===== config.mk =====
export PLATFORM = sky130hd
export DESIGN_NAME = s2mm_stream_writer
export DESIGN_NICKNAME = d
export VERILOG_FILES = /design/src/rtl/s2mm_stream_writer_pkg.sv /design/src/rtl/s2mm_stream_writer.sv
export SDC_FILE = /design/constraint.sdc
export NUM_CORES = 1
export LEC_CHECK = 0
export ABC_AREA = 1
export CORE_MARGIN = 2
export CORE_UTILIZATION = 41
export DETAILED_ROUTE_END_ITERATION = 10
export GPL_TIMING_DRIVEN = 0
export PLACE_DENSITY = 0.79
export SLEW_MARGIN = 20
export SYNTH_ARGS = -nofsm -noshare
export SYNTH_HDL_FRONTEND = slang
export SYNTH_SLANG_ARGS = --single-unit

===== constraint.sdc =====
create_clock -name SYS_aclk -period 5.4 [get_ports SYS_aclk]
set_input_delay 1.08 -clock SYS_aclk [delete_from_list [all_inputs] [get_ports SYS_aclk]]
set_output_delay 1.08 -clock SYS_aclk [all_outputs]
set_load 0.005 [all_outputs]

===== src/rtl/s2mm_stream_writer_pkg.sv =====
// -----------------------------------------------------------------------------
// s2mm_stream_writer_pkg
// Shared definitions for the stream-to-memory-mapped writer:
//   - FSM state encoding
//   - AXI4 protocol constants (INCR burst, OKAY response, cache attributes)
//   - awsize helper derived from the data bus width
// -----------------------------------------------------------------------------
package s2mm_stream_writer_pkg;

  typedef enum logic [1:0] {
    ST_IDLE = 2'd0,
    ST_ADDR = 2'd1,
    ST_DATA = 2'd2,
    ST_RESP = 2'd3
  } state_t;

  localparam logic [1:0] AXI_BURST_INCR = 2'b01;
  localparam logic [1:0] AXI_RESP_OKAY  = 2'b00;
  localparam logic [3:0] AXI_CACHE_VAL  = 4'b0011;

  // Bytes per beat expressed as log2; only 32- and 64-bit buses are legal.
  function automatic logic [2:0] awsize_of(input int data_width);
    return (data_width == 64) ? 3'd3 : 3'd2;
  endfunction

endpackage


===== src/rtl/s2mm_stream_writer.sv =====
// -----------------------------------------------------------------------------
// s2mm_stream_writer
// Writes an AXI4-Stream as fixed-length AXI4 INCR bursts into the buffer that
// sync_manager currently assigns, pulsing SM_writing once per accepted W beat.
// A private byte offset inside the buffer restarts on buffer change or when it
// reaches the buffer end.
//
// Ports:
//   SYS_aclk, SYS_reset          clock, synchronous active-high reset
//   S_AXIS_*                     input sample stream (tdata/tvalid/tready)
//   SM_log_length                buffer size = 2^SM_log_length bytes
//   SM_write_buffer              current buffer base address
//   SM_writing                   one pulse per accepted W beat
//   SM_error                     sticky, set on a non-OKAY write response
//   M_AXI_aw*/w*/b*              AXI4 write master channels
//
// Handshake rule used throughout: a transfer happens on a rising edge where
// both valid and ready are high; a raised valid is never withdrawn before its
// transfer except by reset.
// -----------------------------------------------------------------------------
module s2mm_stream_writer
  import s2mm_stream_writer_pkg::*;
#(
  parameter int MM_ADDR_WIDTH = 32,
  parameter int MM_DATA_WIDTH = 64,
  parameter int BURST_LEN     = 16
) (
  input  logic                       SYS_aclk,
  input  logic                       SYS_reset,
  input  logic [MM_DATA_WIDTH-1:0]   S_AXIS_tdata,
  input  logic                       S_AXIS_tvalid,
  output logic                       S_AXIS_tready,
  input  logic [4:0]                 SM_log_length,
  input  logic [MM_ADDR_WIDTH-1:0]   SM_write_buffer,
  output logic                       SM_writing,
  output logic [MM_ADDR_WIDTH-1:0]   M_AXI_awaddr,
  output logic [7:0]                 M_AXI_awlen,
  output logic [2:0]                 M_AXI_awsize,
  output logic [1:0]                 M_AXI_awburst,
  output logic [3:0]                 M_AXI_awcache,
  output logic                       M_AXI_awvalid,
  input  logic                       M_AXI_awready,
  output logic [MM_DATA_WIDTH-1:0]   M_AXI_wdata,
  output logic [MM_DATA_WIDTH/8-1:0] M_AXI_wstrb,
  output logic                       M_AXI_wlast,
  output logic                       M_AXI_wvalid,
  input  logic                       M_AXI_wready,
  input  logic [1:0]                 M_AXI_bresp,
  input  logic                       M_AXI_bvalid,
  output logic                       M_AXI_bready,
  output logic                       SM_error
);

  localparam int BEAT_W = (BURST_LEN > 1) ? $clog2(BURST_LEN) : 1;
  localparam logic [BEAT_W-1:0] LAST_BEAT = BEAT_W'(BURST_LEN - 1);
  localparam logic [MM_ADDR_WIDTH-1:0] BURST_BYTES =
    MM_ADDR_WIDTH'(BURST_LEN * MM_DATA_WIDTH / 8);

  state_t                   r_state;
  state_t                   w_next;
  logic [BEAT_W-1:0]        r_beat;
  logic [MM_ADDR_WIDTH-1:0] r_offset;
  logic [MM_ADDR_WIDTH-1:0] r_base;
  logic [MM_ADDR_WIDTH-1:0] r_awaddr;
  logic                     r_error;

  logic                     w_wvalid;
  logic                     w_wlast;
  logic                     w_w_hs;
  logic [MM_ADDR_WIDTH-1:0] w_off_sel;
  logic [MM_ADDR_WIDTH-1:0] w_off_adv;
  logic [MM_ADDR_WIDTH-1:0] w_buf_size;

  // A new buffer from sync_manager restarts at its first byte; the same buffer
  // continues where the previous burst ended.
  assign w_off_sel  = (SM_write_buffer != r_base) ? '0 : r_offset;
  assign w_off_adv  = r_offset + BURST_BYTES;
  assign w_buf_size = MM_ADDR_WIDTH'(1) << SM_log_length;
  assign w_w_hs     = w_wvalid & M_AXI_wready;

  // ---------------------------------------------------------------- state reg
  always_ff @(posedge SYS_aclk) begin
    if (SYS_reset) r_state <= ST_IDLE;
    else           r_state <= w_next;
  end

  // --------------------------------------------------------------- next state
  always_comb begin
    w_next = r_state;
    case (r_state)
      ST_IDLE: if (S_AXIS_tvalid)          w_next = ST_ADDR;
      ST_ADDR: if (M_AXI_awready)          w_next = ST_DATA;
      ST_DATA: if (w_w_hs && w_wlast)      w_next = ST_RESP;
      ST_RESP: if (M_AXI_bvalid)           w_next = ST_IDLE;
      default:                             w_next = ST_IDLE;
    endcase
  end

  // ------------------------------------------------------------------ outputs
  // DATA is a straight pass-through: the stream and the W channel share one
  // handshake, so no buffering is needed and throughput is one beat per cycle.
  always_comb begin
    M_AXI_awvalid = 1'b0;
    w_wvalid      = 1'b0;
    S_AXIS_tready = 1'b0;
    M_AXI_bready  = 1'b0;
    w_wlast       = 1'b0;
    case (r_state)
      ST_ADDR: M_AXI_awvalid = 1'b1;
      ST_DATA: begin
        w_wvalid      = S_AXIS_tvalid;
        S_AXIS_tready = M_AXI_wready;
        w_wlast       = (r_beat == LAST_BEAT);
      end
      ST_RESP: M_AXI_bready = 1'b1;
      default: ;
    endcase
  end

  assign M_AXI_wvalid  = w_wvalid;
  assign M_AXI_wlast   = w_wlast;
  assign SM_writing    = w_w_hs;
  assign M_AXI_wdata   = S_AXIS_tdata;
  assign M_AXI_wstrb   = '1;
  assign M_AXI_awaddr  = r_awaddr;
  assign M_AXI_awlen   = 8'(BURST_LEN - 1);
  assign M_AXI_awsize  = awsize_of(MM_DATA_WIDTH);
  assign M_AXI_awburst = AXI_BURST_INCR;
  assign M_AXI_awcache = AXI_CACHE_VAL;
  assign SM_error      = r_error;

  // ----------------------------------------------------------------- datapath
  always_ff @(posedge SYS_aclk) begin
    if (SYS_reset) begin
      r_beat   <= '0;
      r_offset <= '0;
      r_base   <= '0;
      r_awaddr <= '0;
      r_error  <= 1'b0;
    end else begin
      if (r_state == ST_IDLE && S_AXIS_tvalid) begin
        r_base   <= SM_write_buffer;
        r_offset <= w_off_sel;
        r_awaddr <= SM_write_buffer + w_off_sel;
      end

      if (r_state == ST_ADDR && M_AXI_awready) r_beat <= '0;
      else if (w_w_hs)                         r_beat <= r_beat + BEAT_W'(1);

      if (r_state == ST_RESP && M_AXI_bvalid) begin
        if (M_AXI_bresp != AXI_RESP_OKAY) r_error <= 1'b1;
        // Buffer size is a multiple of the burst size, so reaching the end
        // lands exactly on it; >= also covers a shrunken SM_log_length.
        r_offset <= (w_off_adv >= w_buf_size) ? '0 : w_off_adv;
      end
    end
  end

endmodule


**Yosys cells after proc, flatten, opt, wreduce, memory -nomap -nowiden**

Cells that the tools add are included.

- Output and inout bits: 128
- Register bits: 103
- Word-level logic and storage cells: 45
- Input port bits: 109

- Reduce and logical (&&, ||, !) cells: 10
- Mux-type cells: 14
- Equality and inequality tests: 9
- $lt $le $gt $ge: 1
- Shift-type cells: 1
- Add/sub/neg operators: 3
- Bitwise logic cells: 1

Operator list:

| operator | number |
|---|---|
| $mux 32 | 4 |
| $add 32x32->32 | 1 |
| $add 32x8->32 const B | 1 |
| $ge 32x32->1 | 1 |
| $ne 32x32->1 | 1 |
| $shl 1x5->32 const A | 1 |
| $mux 2 | 4 |
| $ne 2x2->1 const B | 4 |
| $pmux 2 s4 | 1 |
| $mux 1 | 5 |
| $add 4x1->4 const B | 1 |
| $eq 2x2->1 const B | 2 |
| $eq 4x4->1 const B | 1 |
| $logic_and 1x1->1 | 4 |
| $reduce_and 4->1 | 1 |
| $reduce_bool 2->1 | 2 |
| $eq 2x1->1 const B | 1 |
| $logic_not 2->1 | 1 |
| $reduce_and 2->1 | 1 |
| $reduce_or 2->1 | 1 |
| $and 1x1->1 | 1 |

**Longest topological paths before layout**

Gate-level depths: netlist of run 1.

- Depth after elaboration: 6
- Mapped depth: 25
- Depth with buffers taken out: 24

**Worst setup path before layout of run 1**

No wires, ideal clock.

- Kind: input-to-reg
- Start point: in SM_write_buffer[5]
- End point: reg r_awaddr[21] (netlist: M_AXI_awaddr[21])
- Library setup time: 0.115 ns
- Buffers on the path: 1
- Arrival time: 3.287 ns
- Slack: 1.998 ns
- Stages on the path: 21
- Cells stage by stage: inv_1 > nand2_1 > nand2_1 > nand2_1 > nor2_1 > nand2_1 > nor2_2 > nand2_4 > buf_6 > nor2_1 > ha_1 > a21oi_1 > nand2_1 > a21oi_1 > o21ai_0 > nand2_1 > nand2_1 > nand2_1 > nand2_1 > o21ai_0 > inv_1

- Word-level cells in the longest chain between the ends: 3

Ends and longest elaborated chain:

| what | line | source |
|---|---|---|
| start: declaration | s2mm_stream_writer.sv:34 | `input logic [MM_ADDR_WIDTH-1:0] SM_write_buffer,` |
| $ne 32x32->1 | s2mm_stream_writer.sv:76 | `assign w_off_sel = (SM_write_buffer != r_base) ? '0 : r_offset;` |
| $mux 32 | s2mm_stream_writer.sv:76 |  |
| $add 32x32->32 (*) | s2mm_stream_writer.sv:144 | `r_awaddr <= SM_write_buffer + w_off_sel;` |
| end signal: assignment | s2mm_stream_writer.sv:144 |  |
| end: declaration | s2mm_stream_writer.sv:64 | `logic [MM_ADDR_WIDTH-1:0] r_awaddr;` |

Mark *: on every way between the ends. The rest lies on a longest branch, timed or not.
A chain may end at the register's enable or synchronous reset.

**Worst setup path in the final report of run 1**

- Start point: in SM_write_buffer[19]
- End point: reg r_awaddr[18] (netlist: M_AXI_awaddr[18])

- Word-level cells in the longest chain between the ends: 3

Ends and longest elaborated chain:

| what | line |
|---|---|
| $ne 32x32->1 | s2mm_stream_writer.sv:76 |
| $mux 32 | s2mm_stream_writer.sv:76 |
| $add 32x32->32 | s2mm_stream_writer.sv:144 |

No other way between the ends.

==> reports/results.ini, run 1 <==
[finish]
n_fill_cell=2158
multi_input_area_um2=5615
drive_gt1_frac=0.1011
num_antenna_cells=0
nets=1807
regArea_um2=2062
areaGrowthSynthToFinish_pct=23.41

[worst_setup_path]
path_delay_family=simple AND/OR/NAND/NOR gates
cp_slowest_cell=clkdlybuf4s50_1
path_buf_inv=4
cp.arrival_ps=4770
worstSetupPathType=input pin to flop
worstPathRequired_ps=5660
rr_startpoint=r_offset[7]
cp-start-kind=input pin
reg2reg_to=r_offset[18]
slowest_delay_ps=630
crit_top_cell=nand2_1
cp-end-kind=flop
r2r_slack_ps=1820
path_cells=clkdlybuf4s50_1 > xnor2_1 > nand2_1 > nor2_1 > nand2_1 > nor2_4 > nand2_4 > buf_12 > nor2_4 > ha_1 > nand2_1 > inv_1 > nand2_1 > nor3_1 > nand4_1 > nand4_1 > nand3_1 > o211ai_1 > inv_1
ff2ff_path_depth=19
path_max_fanout=10

[yosys]
yosys.area.top_type=dfxtp_1
syn_avg_cell_area_um2=6.387
synthCells=1449
synthesis.area_um2=9255
synth_area_leaders=dfxtp_1 22%, nand2_1 11%, ha_1 9.5%
synth-xor-area-share=0.03785
ys_top_cells_by_count=282 x nand2_1, 201 x inv_1, 144 x nor2_1, 114 x a21oi_1, 106 x o21ai_0
yosysWarnings=0
synthArstFlopShare=0
synth_top_family_by_area=simple AND/OR/NAND/NOR gates
ys.flop_type=dfxtp_1
yosys-mux-area-fraction=0
synth_compound_gate_area_share=0.1632
ys_ff_latch=103
synthDistinctLibCells=39
synth_simple_gate_area_frac=0.2988
synthAdderAreaFrac=0.09680
synth_seq_area_share=0.2228
yosys.area.top_type_share=0.2228
synth_edf_count=0
synth_most_common_cell=nand2_1

[timing]
rsz0062_at_grt=no
tightest_slew_ps=794.5
min_period_ps=4512
setup_viol=0
finalClockSkew_ps=11.61
finalHoldViolCount=0
max-slew-margin-rel=0.4703
setup_tns_ps=0
finalCritPeriodShare=0.8355
maxSlewViolCount=0
clock.fmax_ghz=0.2216

[floorplan]
initial_core_util=0.4215
rows=54
io_pins=237
die_area_um2=23790
die_w_um=154.2
core_um2=21960
die_y_um=154.2

[detailed_routing]
ant_nets=0
wl_met2_um=13240
via_per_inst=5.064
routed-wl-met3_um=1789
route.vias.total=9682
totalWireLength_um=28260
firstDrtPassIters=5
wirelength_met1_um=11970
drt-wirelength-per-cell_um=14.78
drc=0
initialDrtViolationCount=614
dr.max_layer_used=met4

[clock_tree]
clk_latency_ps=370
cts_resized=0
cts_buffer_depth=2
cts_max_level=3
cts_sinks=103
cts-root-buf=clkbuf_16
cts_setup_buffers=0
ctsHoldBuffers=0
clkTransAtPathRegs_ps=80
cts-buffers-inserted=9
cts_tree=yes

[placement]
port_buffers=144
hpwl_um=23380
gp_congestion=0.9245

[global_route]
grt_pass1_wl_um=44120
grt_max_degree=20
first_global_vias=8767
grt-ovfl-total=0
antenna_found_initial=0
grt_util_all_layers=0.2325

[hold_path]
hold_class=flop to flop
hold_depth=2
min_to=SM_error
holdCritStartpoint=SM_error

[run_status]
status=completed

[power_and_ir_drop]
vdd_drop_max_uv=154.5
p_per_area_nw_per_um2=282.6
p_total_mw=3.228
power.leakage_nw=5.325

[flow_run]
maxCapViolCount=0

registers in the layout (all words and copies together), names as in the netlist:
signal	count
r_state	2
M_AXI_awaddr	32
r_beat	4
r_base	32
SM_error	1
r_offset	32
area by class of cell:
class,count,share of cell area
buffer,135,0.07734
clock buffer,9,0.01972
clock inverter,7,0.005587
inverter,208,0.06835
multi-input combinational,1026,0.4916
sequential,103,0.1805
tap,280,0.03067
timing repair buffer,144,0.1262
worst max-delay path by stage:
stage                         from                to  slack (ps)  cells after the start
2_1_floorplan   SM_write_buffer[5]  M_AXI_awaddr[21]        2000                     21
3_3_place_gp   SM_write_buffer[19]  M_AXI_awaddr[29]         530                     20
3_5_place_dp   SM_write_buffer[19]  M_AXI_awaddr[29]         540                     20
4_1_cts        SM_write_buffer[19]  M_AXI_awaddr[29]         900                     20
5_1_grt        SM_write_buffer[19]  M_AXI_awaddr[21]         650                     20
6_report       SM_write_buffer[19]  M_AXI_awaddr[18]         890                     19
layer usage:
layer,global-route usage,up-vias
met3,0.02438,70
met1,0.2942,4275
met2,0.3991,400
li1,-,4937
met5,0,-
met4,0.1068,0
cells in the final DEF, fill, tap and decap left out, types with 3 or more instances in the layout:
cell type | synthesis | final
nand2_1 | 282 | 282
nand3_1 | 76 | 76
nor2_2 | 4 | 4
inv_2 | 6 | 6
clkbuf_16 | 0 | 9
nand4_1 | 46 | 46
o21a_1 | 3 | 3
nand2_2 | 3 | 3
clkdlybuf4s50_1 | 0 | 144
o21ai_0 | 106 | 106
ha_1 | 70 | 70
o21bai_1 | 6 | 6
o211ai_1 | 4 | 4
xnor2_1 | 9 | 9
nor2_1 | 144 | 144
buf_1 | 5 | 5
conb_1 | 2 | 25
nand3b_1 | 3 | 3
dfxtp_1 | 103 | 103
a21oi_1 | 114 | 114
nor2_4 | 22 | 22
inv_1 | 201 | 201
a21oi_2 | 16 | 16
nor3_1 | 24 | 24
o21ai_1 | 24 | 24
buf_4 | 89 | 89
clkbuf_1 | 36 | 36
xor2_1 | 31 | 31
stage by stage:
step                utilization  cell area (um2)  setup slack, ps  instances  hold WS (ps)
finish                   0.5202            11420            888.0       1912         457.7
global route             0.5202            11420            648.8       1912         487.9
CTS                      0.5202            11420            898.6       1912         456.1
detailed placement       0.5070            11130            542.9       1896         444.9
global placement         0.5070            11130            526.1       1896         428.9
floorplan                     -             9341             1998       1472         421.5
where the power goes:
group	switching [mW]	internal, mW
clock network	0.334	0.323
logic	0.843	0.607
registers	0.157	0.963
total	1.34	1.89
logic make-up (layout without fill, tap and decap cells):
logic type / after synthesis / count (layout)
simple gates: 610 / 610
buf+inv: 343 / 503
compound gates: 280 / 280
flops: 103 / 103
fa+ha+maj: 71 / 71
xor+xnor: 40 / 40
other cells: 2 / 25
worst reg2reg max path, stage by stage, from the launching register on:
cell and delay, ps:
dfxtp_1 410, ha_1 210, nand3_1 150, inv_1 130
nand2_2 100, nor2_2 180, nand4_1 190, nor2_1 140
nand2_1 60, nand2_1 70, inv_2 40, ha_1 290
a21oi_1 140, o21ai_0 100, nand3_1 70, a21oi_1 70
nor3_2 440, clkbuf_1 420, nand3_1 160, a21oi_1 160
(Power assumes the default switching activity.)
==> run 2: changes to the inputs <==
Settings changed: PLACE_DENSITY 0.79 to 0.82.
Clock period 5.4 ns to 3.9 ns, I/O delays scaled along.
==> run 2 against run 1 <==
  * Critical endpoint is now M_AXI_awaddr[25]
  * Final cell count increased by 0.26%
  * Largest power group unchanged
  * Routed wire length grew 3.5%
  * First-iteration DRC count up 7.3%
  * Sequential power increased by 39%
==> reports/results.ini, run 2 (synthesis gave the netlist of run 1 again) <==
[clock_tree]
cts_buffer_depth=2  ; unchanged
cts-root-buf=clkbuf_16
cts-buffers-inserted=9  ; unchanged
clk_latency_ps=370  ; about the same
cts_sinks=103  ; unchanged
cts_max_level=3  ; unchanged
cts_tree=yes
clkTransAtPathRegs_ps=70  ; about the same

[worst_setup_path]
slowest_delay_ps=550  ; -80 ps
path_delay_family=simple AND/OR/NAND/NOR gates
worstPathRequired_ps=4170  ; -1490 ps
worstSetupPathType=input pin to flop
cp-start-kind=input pin
crit_top_cell=nand2_1
path_cells=clkdlybuf4s50_1 > nand2_1 > nand2_1 > nand2_1 > nor2_1 > nand2_1 > nor2_4 > nand2_4 > buf_6 > nor2_1 > ha_2 > a21oi_2 > nand2_1 > a21oi_2 > o21ai_1 > nand2_1 > nand2_1 > nand2_1 > nand2_1 > o21ai_1 > inv_1
path_buf_inv=3  ; -1
setup.worst_path.start=SM_write_buffer[24]
cp.arrival_ps=4030  ; -740 ps
cp-end-kind=flop
cp_slowest_cell=clkdlybuf4s50_1
rr_startpoint=r_offset[7]
path_max_fanout=10  ; unchanged

[detailed_routing]
drt-wirelength-per-cell_um=15.26  ; +3.2%
via_per_inst=5.160  ; +1.9%
ant_nets=0  ; unchanged
firstDrtPassIters=5  ; unchanged
initialDrtViolationCount=659  ; +7.3%
route.vias.total=9891  ; +2.2%
drc=0  ; unchanged
totalWireLength_um=29250  ; +3.5%

[global_route]
grt_max_degree=18  ; -10%
antenna_found_initial=0  ; unchanged
first_global_vias=9285  ; +5.9%
grt_util_all_layers=0.2413  ; +0.008864
grt-ovfl-total=0  ; unchanged
grt_pass1_wl_um=45910  ; +4.1%

[placement]
dpl_worst_slack_ps=-620.4  ; -1163 ps
port_buffers=144  ; unchanged
gp_congestion=0.9554  ; +3.3%
dpl-instance-area_um2=11130  ; unchanged
hpwl_um=23880  ; +2.1%

[timing]
maxSlewViolCount=0  ; unchanged
holdWs_ps=449.5  ; -8.201 ps
clock.fmax_ghz=0.2661
setup_viol=0  ; unchanged
finalClockSkew_ps=9.475  ; -2.134 ps
min_period_ps=3758
finalCritPeriodShare=0.9635
fin_ws_ps=142.2  ; -745.8 ps
rsz0062_at_grt=yes
finalHoldViolCount=0  ; unchanged
max-slew-margin-rel=0.4528  ; -0.01753
tightest_slew_ps=820.8  ; +26.29 ps

[floorplan]
core_um2=21960  ; unchanged
rows=54  ; unchanged
die_w_um=154.2  ; unchanged
initial_core_util=0.4215  ; unchanged
die_area_um2=23790  ; unchanged
die_y_um=154.2  ; unchanged
io_pins=237  ; unchanged

[finish]
final_area_um2=11600  ; +1.5%
nets=1812  ; +0.28%
num_antenna_cells=0  ; unchanged
drive_gt1_frac=0.1240  ; +0.02290
areaGrowthSynthToFinish_pct=25.31
multi_input_area_um2=5732  ; +2.1%
layout_common_cells=278 x nand2_1, 201 x inv_1, 139 x nor2_1, 131 x clkdlybuf4s50_1, 103 x dfxtp_1
layout_commonest_cell=nand2_1
regArea_um2=2062  ; unchanged
n_fill_cell=2195  ; +1.7%

[run_status]
status=completed

[power_and_ir_drop]
p_per_area_nw_per_um2=389.1  ; +38%
vdd_drop_max_uv=230.6  ; +49%
power.leakage_nw=5.448  ; +2.3%

[hold_path]
hold_class=flop to flop
holdCritStartpoint=SM_error

[flow_run]
maxCapViolCount=0  ; unchanged

-- run 2: changes by cell type in the layout (fill, tap and decap cells not counted), sizes merged --
| cell | before | now |
|---|---|---|
| clkdlybuf4s50 | 144 | 131 |
| clkinvlp | 2 | 3 |
| dlymetal6s2s | 0 | 8 |
| dlygate4sd2 | 0 | 5 |
| clkbuf | 45 | 47 |
| inv | 210 | 208 |
| clkinv | 3 | 2 |
| buf | 99 | 104 |
-- run 2: area by class of cell --
type | count | share of cell area
Timing Repair Buffer | 149 | 0.1287
Tap cell | 280 | 0.03021
Buffer | 135 | 0.07649
Clock buffer | 11 | 0.02179
Clock inverter | 5 | 0.003452
Inverter | 208 | 0.06732
Multi-Input combinational cell | 1026 | 0.4942
Sequential cell | 103 | 0.1778
-- run 2: power by group --
group	switching, mW	total (mW)	internal, mW	leakage [nW]
clock	0.440	0.911	0.472	0.134
sequential	0.226	1.56	1.33	0.848
combinational	1.20	2.04	0.842	4.47
total	1.87	4.51	2.65	5.45
-- run 2: worst register-to-register path, cell delays in order, from the launching register on --
cell and delay, ps:
dfxtp_1 410, ha_1 210, nand3_1 150, inv_1 130, nand2_2 100, nor2_2 180, nand4_1 180, nor2_1 130
nand2_1 60, nand2_1 80, inv_2 40, ha_1 300, a21oi_1 130, o21ai_0 110, nand3_1 90, a21oi_1 80
nor3_2 440, clkbuf_2 360, nand3_1 140, a21oi_2 140
-- run 2: path summary, 6_finish.rpt --
path	end	slack (ps)	depth (start not counted)
max	M_AXI_awaddr[25]	140	21
min	SM_error	450	2
max reg2reg	r_offset[14]	370	19
min reg2reg	SM_error	450	2
-- run 2: metrics by stage --
step | utilization | power [mW] | instances | setup TNS (ps)
2_1_floorplan | - | 2.816 | 1472 | 0
3_3_place_gp | 0.5070 | 3.503 | 1896 | -12920
3_5_place_dp | 0.5070 | 3.583 | 1896 | -14330
4_1_cts | 0.5207 | 4.498 | 1912 | 0
5_1_grt | 0.5281 | 4.848 | 1917 | -79.20
6_report | 0.5281 | 4.513 | 1917 | 0
-- run 2: what timing repair did --
item / in CTS / in global routing
endpoints found under the hold margin: 0 / 0
gates resized for setup: 10 / 49
endpoints found under the setup margin: 21 / 44
setup buffers: 0 / 5
hold buffers: 0 / 0
pin swaps: 0 / 5
-- run 2: layer usage --
metal / up-vias / GRT usage / wire length, um
met5: - / 0 / 0
met4: 0 / 0.1264 / 1341
met3: 73 / 0.02942 / 1695
met2: 392 / 0.4215 / 13990
met1: 4475 / 0.2910 / 12220
li1: 4951 / - / -
==> run 3: changes to the inputs <==
Settings changed: PLACE_DENSITY 0.82 to 0.79.
Clock period 3.9 ns to 3.95 ns, I/O delays scaled along.
==> run 3 against run 2 <==
  * Count of clock-buffer cells in the layout shrank 2
  * Sequential power is essentially flat
  * Setup slack lost 11 ps
  * First-iteration DRC count grew 3.2%
  * Global-route usage shrank 0.86 points
  * Via count shrank 2.5%
  * Design area shrank 0.48%
  * Flip-flop and latch count is the same
  * Core utilization shrank 0.25 points
  * Highest routed layer unchanged
  * Critical path depth grew 1
==> reports/results.ini, run 3 (synthesis gave the netlist of run 1 again) <==
[placement]
port_buffers=144  ; unchanged
hpwl_um=23380  ; -2.1%
gp_congestion=0.9245  ; -3.2%
dpl-instance-area_um2=11130  ; unchanged

[hold_path]
hold_depth=2  ; unchanged
hold_class=flop to flop

[worst_setup_path]
cp-end-kind=flop
worstSetupPathType=input pin to flop
cp-start-kind=input pin
cp.arrival_ps=4090  ; +60 ps
ff2ff_path_depth=19  ; unchanged
worstPathRequired_ps=4220  ; +50 ps
path_max_fanout=10  ; unchanged

[timing]
tightest_slew_ps=788.0  ; -32.78 ps
maxSlewViolCount=0  ; unchanged
min_period_ps=3819
finalHoldViolCount=0  ; unchanged
max-slew-margin-rel=0.4747  ; +0.02186
finalClockSkew_ps=11.02  ; +1.542 ps
setup_viol=0  ; unchanged
setup_tns_ps=0  ; unchanged
clock.fmax_ghz=0.2619
finalCritPeriodShare=0.9668

[finish]
n_fill_cell=2152  ; -2.0%
multi_input_area_um2=5694  ; -0.65%
areaGrowthSynthToFinish_pct=24.71
regArea_um2=2062  ; unchanged
layout_commonest_cell=nand2_1
nets=1810  ; -0.11%
layout_common_cells=279 x nand2_1, 201 x inv_1, 141 x nor2_1, 132 x clkdlybuf4s50_1, 105 x o21ai_0
drive_gt1_frac=0.1162  ; -0.007799
fin_util=0.5256  ; -0.002507
num_antenna_cells=0  ; unchanged
final_area_um2=11540  ; -0.48%

[global_route]
antenna_found_initial=0  ; unchanged
first_global_vias=8781  ; -5.4%
use_met2=0.3997  ; -0.02178
grt-busiest-layer=met2
grt_pass1_wl_um=44170  ; -3.8%
grt_max_degree=20  ; +2
use_met3=0.02438  ; -0.005043
groute.layer.met1.usage=0.2944  ; +0.003444
grt-ovfl-total=0  ; unchanged
grt_util_all_layers=0.2327  ; -0.008625

[floorplan]
rows=54  ; unchanged
io_pins=237  ; unchanged
die_w_um=154.2  ; unchanged
core_um2=21960  ; unchanged
die_area_um2=23790  ; unchanged
initial_core_util=0.4215  ; unchanged
die_y_um=154.2  ; unchanged

[clock_tree]
cts_tree=yes
cts_buffer_depth=2  ; unchanged
clkTransAtPathRegs_ps=80  ; about the same
cts_sinks=103  ; unchanged
cts_max_level=3  ; unchanged
cts-root-buf=clkbuf_16
clk_latency_ps=360  ; about the same
ctsHoldBuffers=0  ; unchanged
cts-buffers-inserted=9  ; unchanged

[power_and_ir_drop]
power.leakage_nw=5.436  ; -0.22%
vdd_drop_max_uv=210.2  ; -8.9%
p_per_area_nw_per_um2=382.1  ; -1.8%

[detailed_routing]
firstDrtPassIters=5  ; unchanged
ant_nets=0  ; unchanged
route.vias.total=9639  ; -2.5%
drt-wirelength-per-cell_um=14.82  ; -2.9%
initialDrtViolationCount=680  ; +3.2%
via_per_inst=5.033  ; -2.4%
totalWireLength_um=28370  ; -3.0%
drc=0  ; unchanged

[run_status]
status=completed

[flow_run]
maxCapViolCount=0  ; unchanged

[run 3: cell count changes in the layout (fill, tap and decap cells not counted), sizes merged]
cell,change
dlymetal6s2s,+1
dlygate4sd2,-2
clkinv,+1
clkdlybuf4s50,+1
inv,+2
buf,-2
clkinvlp,-1
clkbuf,-2
[run 3: report_power, final]
group	switching [mW]	total, mW	internal, mW
Combinational	1.15	1.98	0.829
Sequential	0.215	1.53	1.32
Clock	0.454	0.896	0.442
Total	1.82	4.41	2.59
[run 3: final timing paths]
path	from	to	slack (ps)
hold reg to reg	SM_error	SM_error	460
setup reg to reg	r_offset[7]	r_offset[12]	370
setup / recovery	SM_write_buffer[21]	M_AXI_awaddr[26]	130
hold / removal	SM_error	SM_error	460
[run 3: what timing repair did]
item,in CTS,in global routing
setup buffers,0,3
pin swaps,0,2
gates resized for setup,8,28
endpoints found under the setup margin,21,23
[run 3: layout make-up]
type	instances	area share
repair buffers	147	0.1285
clock buffers	9	0.01951
inverters	208	0.06764
plain buffers	135	0.07653
flip-flops and latches	103	0.1786
clock inverters	7	0.005528
multi-input cells	1026	0.4933
well taps	280	0.03035
[run 3: metrics by stage]
stage	worst slack, ps	power [mW]	cells	hold WS [ps]
after CTS	27.59	4.409	1912	456.1
final	131.3	4.410	1915	457.8
after detailed placement	-617.1	3.508	1896	444.9
after floorplan	837.8	2.780	1472	421.5
after global placement	-633.9	3.454	1896	428.9
after global routing	-6.156	4.748	1915	487.9
[run 3: critical path, cell delays in order]
cell and delay [ps]:
clkdlybuf4s50_1 580, inv_1 60, nand2_1 70, nand2_1 50, inv_1 40, nand2_1 50, nor2_2 110, nand2_2 70
nor2_4 220, nand2_4 120, buf_12 180, nor2_4 100, ha_1 290, a21oi_1 280, o21ai_0 240, a21oi_1 370
o21a_1 180, nand2_1 60, nand2_1 50, nand3_1 60, nand2_1 80, inv_1 30
[run 3: metal layers]
metal	wire length, um	vias to the layer above
li1	-	4949
met1	12220	4255
met2	13330	364
met3	1589	71
met4	1227	0
met5	0	-
